===== src/rtl/switch_sync_debounce_if.sv =====
// Bus bundle for the switch conditioner: raw board inputs in, conditioned levels and events out.
interface switch_sync_debounce_if #(
    parameter int unsigned WIDTH = 4
);
    logic [WIDTH-1:0] raw_in;
    logic [WIDTH-1:0] sync_out;
    logic [WIDTH-1:0] stable_out;
    logic [WIDTH-1:0] rise_pulse;
    logic [WIDTH-1:0] fall_pulse;
    logic             any_change;

    // Driver of the raw inputs / consumer of the conditioned outputs.
    modport master (
        output raw_in,
        input  sync_out,
        input  stable_out,
        input  rise_pulse,
        input  fall_pulse,
        input  any_change
    );

    // The conditioner itself.
    modport slave (
        input  raw_in,
        output sync_out,
        output stable_out,
        output rise_pulse,
        output fall_pulse,
        output any_change
    );
endinterface


===== src/rtl/switch_sync_debounce.sv =====
// Multi-channel conditioner for asynchronous switch/key inputs: per-channel synchroniser,
// counter-based debounce and registered one-cycle rise/fall event pulses.
module switch_sync_debounce #(
    parameter int unsigned WIDTH           = 4,
    parameter int unsigned SYNC_STAGES     = 2,
    parameter int unsigned DEBOUNCE_CYCLES = 250000
) (
    input logic                   clk,
    input logic                   reset,   // asynchronous, active-low
    switch_sync_debounce_if.slave bus
);
    localparam int unsigned      CNT_W    = $clog2(DEBOUNCE_CYCLES + 1);
    localparam logic [CNT_W-1:0] CNT_LAST = CNT_W'(DEBOUNCE_CYCLES - 1);

    typedef enum logic {
        StStable,
        StPending
    } deb_state_e;

    logic [SYNC_STAGES-1:0][WIDTH-1:0] sync_q;
    logic [WIDTH-1:0]                  sync_out;
    logic [WIDTH-1:0]                  stable_q;
    logic [WIDTH-1:0]                  rise_q;
    logic [WIDTH-1:0]                  fall_q;
    logic                              any_change_q;
    logic [CNT_W-1:0]                  cnt_q [WIDTH];
    deb_state_e                        chan_state [WIDTH];
    logic [WIDTH-1:0]                  accept;

    assign sync_out = sync_q[SYNC_STAGES-1];

    // Plain shift chain per channel; stage 0 is the only flop that sees the async input.
    always_ff @(posedge clk or negedge reset) begin
        if (!reset) begin
            sync_q <= '0;
        end else begin
            sync_q <= {sync_q[SYNC_STAGES-2:0], bus.raw_in};
        end
    end

    // A channel is pending whenever its synchronised level disagrees with the accepted one;
    // acceptance happens on the edge that completes DEBOUNCE_CYCLES consecutive mismatches.
    always_comb begin
        for (int unsigned i = 0; i < WIDTH; i++) begin
            chan_state[i] = (sync_out[i] != stable_q[i]) ? StPending : StStable;
            accept[i]     = (chan_state[i] == StPending) && (cnt_q[i] == CNT_LAST);
        end
    end

    // Debounce counters, accepted levels and the edge pulses, all updated together.
    always_ff @(posedge clk or negedge reset) begin
        if (!reset) begin
            for (int unsigned i = 0; i < WIDTH; i++) begin
                cnt_q[i] <= '0;
            end
            stable_q     <= '0;
            rise_q       <= '0;
            fall_q       <= '0;
            any_change_q <= 1'b0;
        end else begin
            for (int unsigned i = 0; i < WIDTH; i++) begin
                rise_q[i] <= 1'b0;
                fall_q[i] <= 1'b0;
                unique case (chan_state[i])
                    // Matching level (or a glitch that just ended): restart the full count.
                    StStable: cnt_q[i] <= '0;
                    StPending: begin
                        if (accept[i]) begin
                            stable_q[i] <= sync_out[i];
                            cnt_q[i]    <= '0;
                            rise_q[i]   <= sync_out[i];
                            fall_q[i]   <= ~sync_out[i];
                        end else begin
                            cnt_q[i] <= cnt_q[i] + CNT_W'(1);
                        end
                    end
                endcase
            end
            any_change_q <= |accept;
        end
    end

    assign bus.sync_out   = sync_out;
    assign bus.stable_out = stable_q;
    assign bus.rise_pulse = rise_q;
    assign bus.fall_pulse = fall_q;
    assign bus.any_change = any_change_q;
endmodule

===== src/flat_wrapper.sv =====
// flat-port wrapper written by rule: the top's interface ports become plain ports
module switch_sync_debounce_flat 
#(
    parameter int unsigned WIDTH           = 4,
    parameter int unsigned SYNC_STAGES     = 2,
    parameter int unsigned DEBOUNCE_CYCLES = 250000
)
  (clk, reset, bus_raw_in, bus_sync_out, bus_stable_out, bus_rise_pulse, bus_fall_pulse, bus_any_change);
  switch_sync_debounce_if #(.WIDTH(WIDTH)) bus_i ();
  input logic clk;
  input logic reset;
  input wire logic [$bits(bus_i.raw_in)-1:0] bus_raw_in;
  output wire logic [$bits(bus_i.sync_out)-1:0] bus_sync_out;
  output wire logic [$bits(bus_i.stable_out)-1:0] bus_stable_out;
  output wire logic [$bits(bus_i.rise_pulse)-1:0] bus_rise_pulse;
  output wire logic [$bits(bus_i.fall_pulse)-1:0] bus_fall_pulse;
  output wire logic [$bits(bus_i.any_change)-1:0] bus_any_change;
  assign bus_i.raw_in = bus_raw_in;
  assign bus_sync_out = bus_i.sync_out;
  assign bus_stable_out = bus_i.stable_out;
  assign bus_rise_pulse = bus_i.rise_pulse;
  assign bus_fall_pulse = bus_i.fall_pulse;
  assign bus_any_change = bus_i.any_change;
  switch_sync_debounce #(.WIDTH(WIDTH), .SYNC_STAGES(SYNC_STAGES), .DEBOUNCE_CYCLES(DEBOUNCE_CYCLES)) u_core (.clk(clk), .reset(reset), .bus(bus_i));
endmodule

===== config.mk =====
export PLATFORM = sky130hd
export DESIGN_NAME = switch_sync_debounce_flat
export DESIGN_NICKNAME = d
export VERILOG_FILES = /design/src/rtl/switch_sync_debounce_if.sv /design/src/rtl/switch_sync_debounce.sv /design/src/flat_wrapper.sv
export SDC_FILE = /design/constraint.sdc
export NUM_CORES = 1
export LEC_CHECK = 0
export CAP_MARGIN = 20
export CORE_UTILIZATION = 45
export CTS_BUF_LIST = sky130_fd_sc_hd__clkbuf_4
export CTS_CLUSTER_DIAMETER = 100
export CTS_CLUSTER_SIZE = 10
export DETAILED_ROUTE_END_ITERATION = 7
export HOLD_SLACK_MARGIN = 0.06
export MAX_ROUTING_LAYER = met4
export SLEW_MARGIN = 5
export SYNTH_ARGS = -nofsm -noshare
export SYNTH_HDL_FRONTEND = slang
export SYNTH_SLANG_ARGS = --single-unit

===== constraint.sdc =====
create_clock -name clk -period 2.9 [get_ports clk]
set_clock_uncertainty 0.05 [all_clocks]
set_input_delay 0.435 -clock clk [delete_from_list [all_inputs] [get_ports clk]]
set_output_delay 0.435 -clock clk [all_outputs]
set_load 0.05 [all_outputs]

==> metrics, run 1 <==
status complete, no violations; Power Total approximately 2.1 mW; CTS H-Tree Depth 3; Max stage delay on crit path approximately 830 ps; final net count roughly 460; vias in the first global route between 2,000 and 3,000; hold slack ~320 ps; Mean Syn Cell Area a little over 10 um2; critical-path maximum fanout 5; non-filler cells, final 582; Vias between 3,000 and 4,000; fin crit share 75.2%; Worst setup EP type output pin; # DRC 0; FF+latch count, synth 93; Area Growth Syn to Fin 11.5%; DRT Pass-1 Iters 4; Finished Core Util 52.0%; Arr. time, crit path 1690 ps; critical path startpoint category register; Synth top cells by count dfrtp_1 (93), nor2_1 (78), xnor2_1 (49); sequential element share of the synthesized area approximately 54%; largest cells by area after synthesis dfrtp_1 (54%), xnor2_1 (9.9%), nor2_1 (6.8%), nand4_1 (3.5%), nor4_1 (3.2%); Post-Syn Area ~4300 um2; fmax ~0.46 GHz; final hold viol count 0; WS Path Type register to output pin; Post-CTS Setup Bufs 0; synth unique cells 36; Antenna Violating Nets Remaining 0; IO Pins 23; count of final setup violators 0; fin worst setup slack slightly above 700 ps; DR vias/cell between 5 and 6; Rel. slew slack 63.9%; Crit-path slowest cell clkdlybuf4s50_1; Post-synth EDFFs 0; layout cells sized above 1 under 10%; clk root buf clkbuf_4; top-count cell post-synth dfrtp_1; die area ~10,000 um2; hold path startpoint u_core.sync_q[3]; critical-path cell list clkdlybuf4s50_1; peak supply drop roughly 0.00022 V; Buf/Inv on CP 1; global route overflow 0; DP HPWL roughly 5300 um; antenna cells 0; dominant cell type by area after synthesis dfrtp_1; post-synthesis cell count 421; Syn. warnings 0; post-route design area just under 5000 um2; CP delay by family, top buffers and inverters; All-Layer GR Usage 17.5%; total negative slack 0 ps; max_cap viols 0; Avg WL per Cell approximately 13 um; I/O Buffers 22; DIE HEIGHT around 100 um; Synthesized Nets between 400 and 500; core area roughly 9300 um2; Reg clk slew, reported paths 130 ps; first-pass GRT wire length roughly 14,000 um; dpl cell area roughly 4700 um2; maximum clock insertion buffer count 2; site row count 35; CTS buffer count 9; top cell type's share of synthesized area approximately 54%; PD cells 439 nW/um2; largest net degree at the start of global routing 53; Sink Count 93; Critical Path RT between 2000 and 2500 ps; worst setup path start u_core.bus.sync_out[3]; fin crit period 2180 ps; worst slew pin tran roughly 540 ps; Cells after DPL roughly 570; Initial Util between 40% and 50%; RSZ-0062 raised after global routing no; post-synthesis async set-or-reset flop share 100%; Final Max Slew Viols 0; worst skew pair latency roughly 410 ps; iteration-0 DRC count of the detailed router 77; Synth Flop Type dfrtp_1; CTS tree built; GPL Wtd Cong between 0.8 and 0.9; post_cts resized 0; Hold WC Path Type register to register; pre-CTS WS 856 ps; initial antenna violation count 0; DIE WIDTH ~100 um; Post-Route WL just under 8000 um; launch point of the worst reg-to-reg path u_core.cnt_q[36]; Leak roughly 1.9 nW
-- flip-flops by register name (all words and copies together), names as in the netlist --
register / cells
u_core.bus.sync_out: 4
u_core.bus.stable_out: 4
u_core.bus.any_change: 1
u_core.bus.fall_pulse: 4
u_core.bus.rise_pulse: 4
u_core.sync_q: 4
u_core.cnt_q: 72
-- timing repair --
item                                   CTS  global route
endpoints found under the hold margin   41             0
setup endpoints to repair                0             0
hold buffers                             1             0
-- routing by layer --
metal | part of all wire, % | GRT usage [%]
met5 | 0 | -
met3 | 2.4 | 3.55
met4 | 0.68 | 5.24
met1 | 51 | 23.2
met2 | 46 | 27.4
-- final timing paths --
path                                          endpoint  slack, ps  cells after the start
worst max-delay path                   bus_sync_out[3]        720                      1
max in group asynchronous             u_core.cnt_q[52]       1660                      3
worst max register to register        u_core.cnt_q[51]        830                      5
worst min register to register  u_core.bus.sync_out[3]        320                      0
worst min-delay path            u_core.bus.sync_out[3]        320                      0
min in group asynchronous             u_core.cnt_q[29]        490                      2
-- worst register-to-register path: cells and delay by family, from the launching register on --
kind	cells	cell delay, ps
AOI/OAI and AO/OA	1	430
and+or+nand+nor	3	880
adders and majority gates	1	200
DFF	1	410
-- layout by cell type, fill, tap and decap left out, types with 2 or more instances in the layout --
cell and instances:
nand3_1 24, and3_1 9, nor4bb_1 2, o21ai_1 3, nor2_1 78, buf_4 4, xor2_1 14, nand4_1 24
nand4b_1 2, dfrtp_1 93, clkinv_2 2, or3_1 3, nor4_1 22, or2_2 5, a21oi_1 5, nand2_1 17
and4_1 4, xnor2_1 49, nor3b_1 10, clkdlybuf4s50_1 21, nor3_1 13, inv_1 10, mux2_2 4, clkbuf_4 11
ha_1 4, o21ai_0 3, nand4_2 2
-- cell families (layout without fill, tap and decap cells) --
kind of cell	Yosys count	count (layout)	share of synthesized area, %
compound gates	16	16	2.26
xor+xnor	63	63	12.8
fa+ha+maj	4	4	1.16
buf+inv	21	53	2.43
flops	93	93	53.8
mux	4	4	1.04
simple gates	220	220	26.6
-- final cells by class --
class | count | area, um2
Clock inverter | 5 | 51.3
Clock buffer | 11 | 82.6
Tap cell | 129 | 161
Fill cell | 852 | 4460
Multi-Input combinational cell | 307 | 1890
Sequential cell | 93 | 2330
Inverter | 10 | 37.5
Timing Repair Buffer | 27 | 270
-- report_power, final --
group | internal [mW] | leakage (nW) | switching (mW)
clock network | 0.278 | 0.0743 | 0.407
registers | 1.32 | 1.27 | 0.0205
logic | 0.0327 | 0.547 | 0.0637
(Power assumes the default switching activity.)
==> run 2, diff against run 1 <==
PLACE_DENSITY = 0.65   (was not set)
clock period = 1.97 ns   (was 2.9 ns; I/O delays follow)
==> run 2 against run 1 <==
Non-clock buffer count increased by 11. Setup slack worse by 650 ps. Final area grew 2.3%. Sequential power rose by 47%. First-iteration DRC count rose by 39%.
==> metrics, run 2 (synthesized netlist as in run 1, its figures left out) <==
Buf/Inv on CP 1; clk root buf clkbuf_4; Leak 2.12 nW; critical-path maximum fanout 1; global route overflow 0; Avg WL per Cell ~13 um; Power Total 3.12 mW; Final Max Slew Viols 0; most common cell after layout, fill and taps aside dfrtp_1; iteration-0 DRC count of the detailed router about 110; All-Layer GR Usage between 15 and 20%; I/O Buffers 22; status complete, no violations; worst skew pair latency approximately 420 ps; dpl cell area 4750 um2; worst slew pin tran around 560 ps; r2r endpoint u_core.bus.stable_out[2]; antenna cells 0; initial antenna violation count 0; Antenna Violating Nets Remaining 0; flop2flop setup slack around 160 ps; Max stage delay on crit path between 700 and 800 ps; final hold viol count 0; CTS H-Tree Depth 3; DR vias/cell between 5 and 6; DIE HEIGHT around 100 um; layout cells sized above 1 slightly below 10%; Initial Util between 40% and 50%; largest register by flop count u_core.cnt_q; launch point of the worst reg-to-reg path u_core.cnt_q[18]; Post-Route WL 7780 um; non-filler cells, final 593; Reg clk slew, reported paths approximately 130 ps; post-route design area 4930 um2; max_cap viols 0; DIE WIDTH 100 um; Critical Path RT roughly 1600 ps; RSZ-0062 raised after global routing no; # DRC 0; worst setup path start u_core.bus.rise_pulse[0]; Worst setup EP type output pin; largest net degree at the start of global routing 41; vias in the first global route between 3,000 and 4,000; Rel. slew slack 62.2%; most frequent cells in the layout dfrtp_1 (93), nor2_1 (78), xnor2_1 (49); Crit-path slowest cell clkdlybuf4s50_1; Area Growth Syn to Fin 14.0%; critical-path cell list clkdlybuf4s50_1; fin worst setup slack ~73 ps; Sink Count between 90 and 100; DRT Pass-1 Iters 5; PD cells around 630 nW/um2; count of final setup violators 0; first-pass GRT wire length between 10,000 and 15,000 um; r2r worst-path depth 5; final net count 469; Arr. time, crit path 1550 ps; DP HPWL roughly 5500 um; total negative slack 0 ps; die area ~10,000 um2; CP delay by family, top buffers and inverters; fin crit period ~1900 ps; pre-CTS WS roughly 130 ps; core area just over 9000 um2; max reg flops 72; fin crit share roughly 96%; CTS tree built; IO Pins 23; Vias around 3,100; critical path capture point bus_rise_pulse[0]; GPL Wtd Cong about 0.78; maximum clock insertion buffer count 2; fmax 0.527 GHz; critical path startpoint category register; CTS buffer count 9; Cells after DPL 574; site row count 35; peak supply drop around 0.00044 V; Hold WC Path Type input port to register; WS Path Type register to output pin; CP Depth 1
-- run 2: how the worst min path moves through the flow --
stage	startpoint	end	slack, ps	cells past startpoint
after floorplan	reset	u_core.bus.any_change	-50	0
after global placement	reset	u_core.cnt_q[28]	260	1
after detailed placement	reset	u_core.cnt_q[28]	260	1
after CTS	bus_raw_in[1]	u_core.sync_q[1]	220	1
after global routing	bus_raw_in[1]	u_core.sync_q[1]	190	1
final	bus_raw_in[1]	u_core.sync_q[1]	250	1
-- run 2: per-stage QoR --
stage,hold WS (ps),utilization [%]
floorplan,-50.1,-
detailed placement,260,51.1
global route,192,53.1
finish,255,53.1
global placement,258,51.1
CTS,218,52.6
-- run 2: cell type report --
class | instances | area (um2)
fill | 847 | 4350
inverter | 10 | 37.5
multi-input combinational | 307 | 1910
clock inverter | 5 | 51.3
clock buffer | 11 | 82.6
sequential | 93 | 2330
tap | 129 | 161
timing repair buffer | 38 | 363
-- run 2: what timing repair did --
action / in CTS / in global routing
hold buffers: 1 / 0
pin swaps: 0 / 1
buffers inserted: 0 / 2
endpoints found under the hold margin: 37 / 0
gates resized for setup: 8 / 11
setup endpoints to repair: 8 / 41
-- run 2: power breakdown --
part           switching [mW]  internal (mW)
sequential             0.0302           1.94
combinational          0.0935         0.0507
clock                   0.599          0.410
-- run 2: per-layer routing --
metal  vias up  wire length (um)  global-route usage, %
met4         0                51                   4.01
met1      1538              3850                   23.8
met5         -                 0                      -
met2        35              3660                   27.9
met3         5               224                   5.15
li1       1545                 -                      -
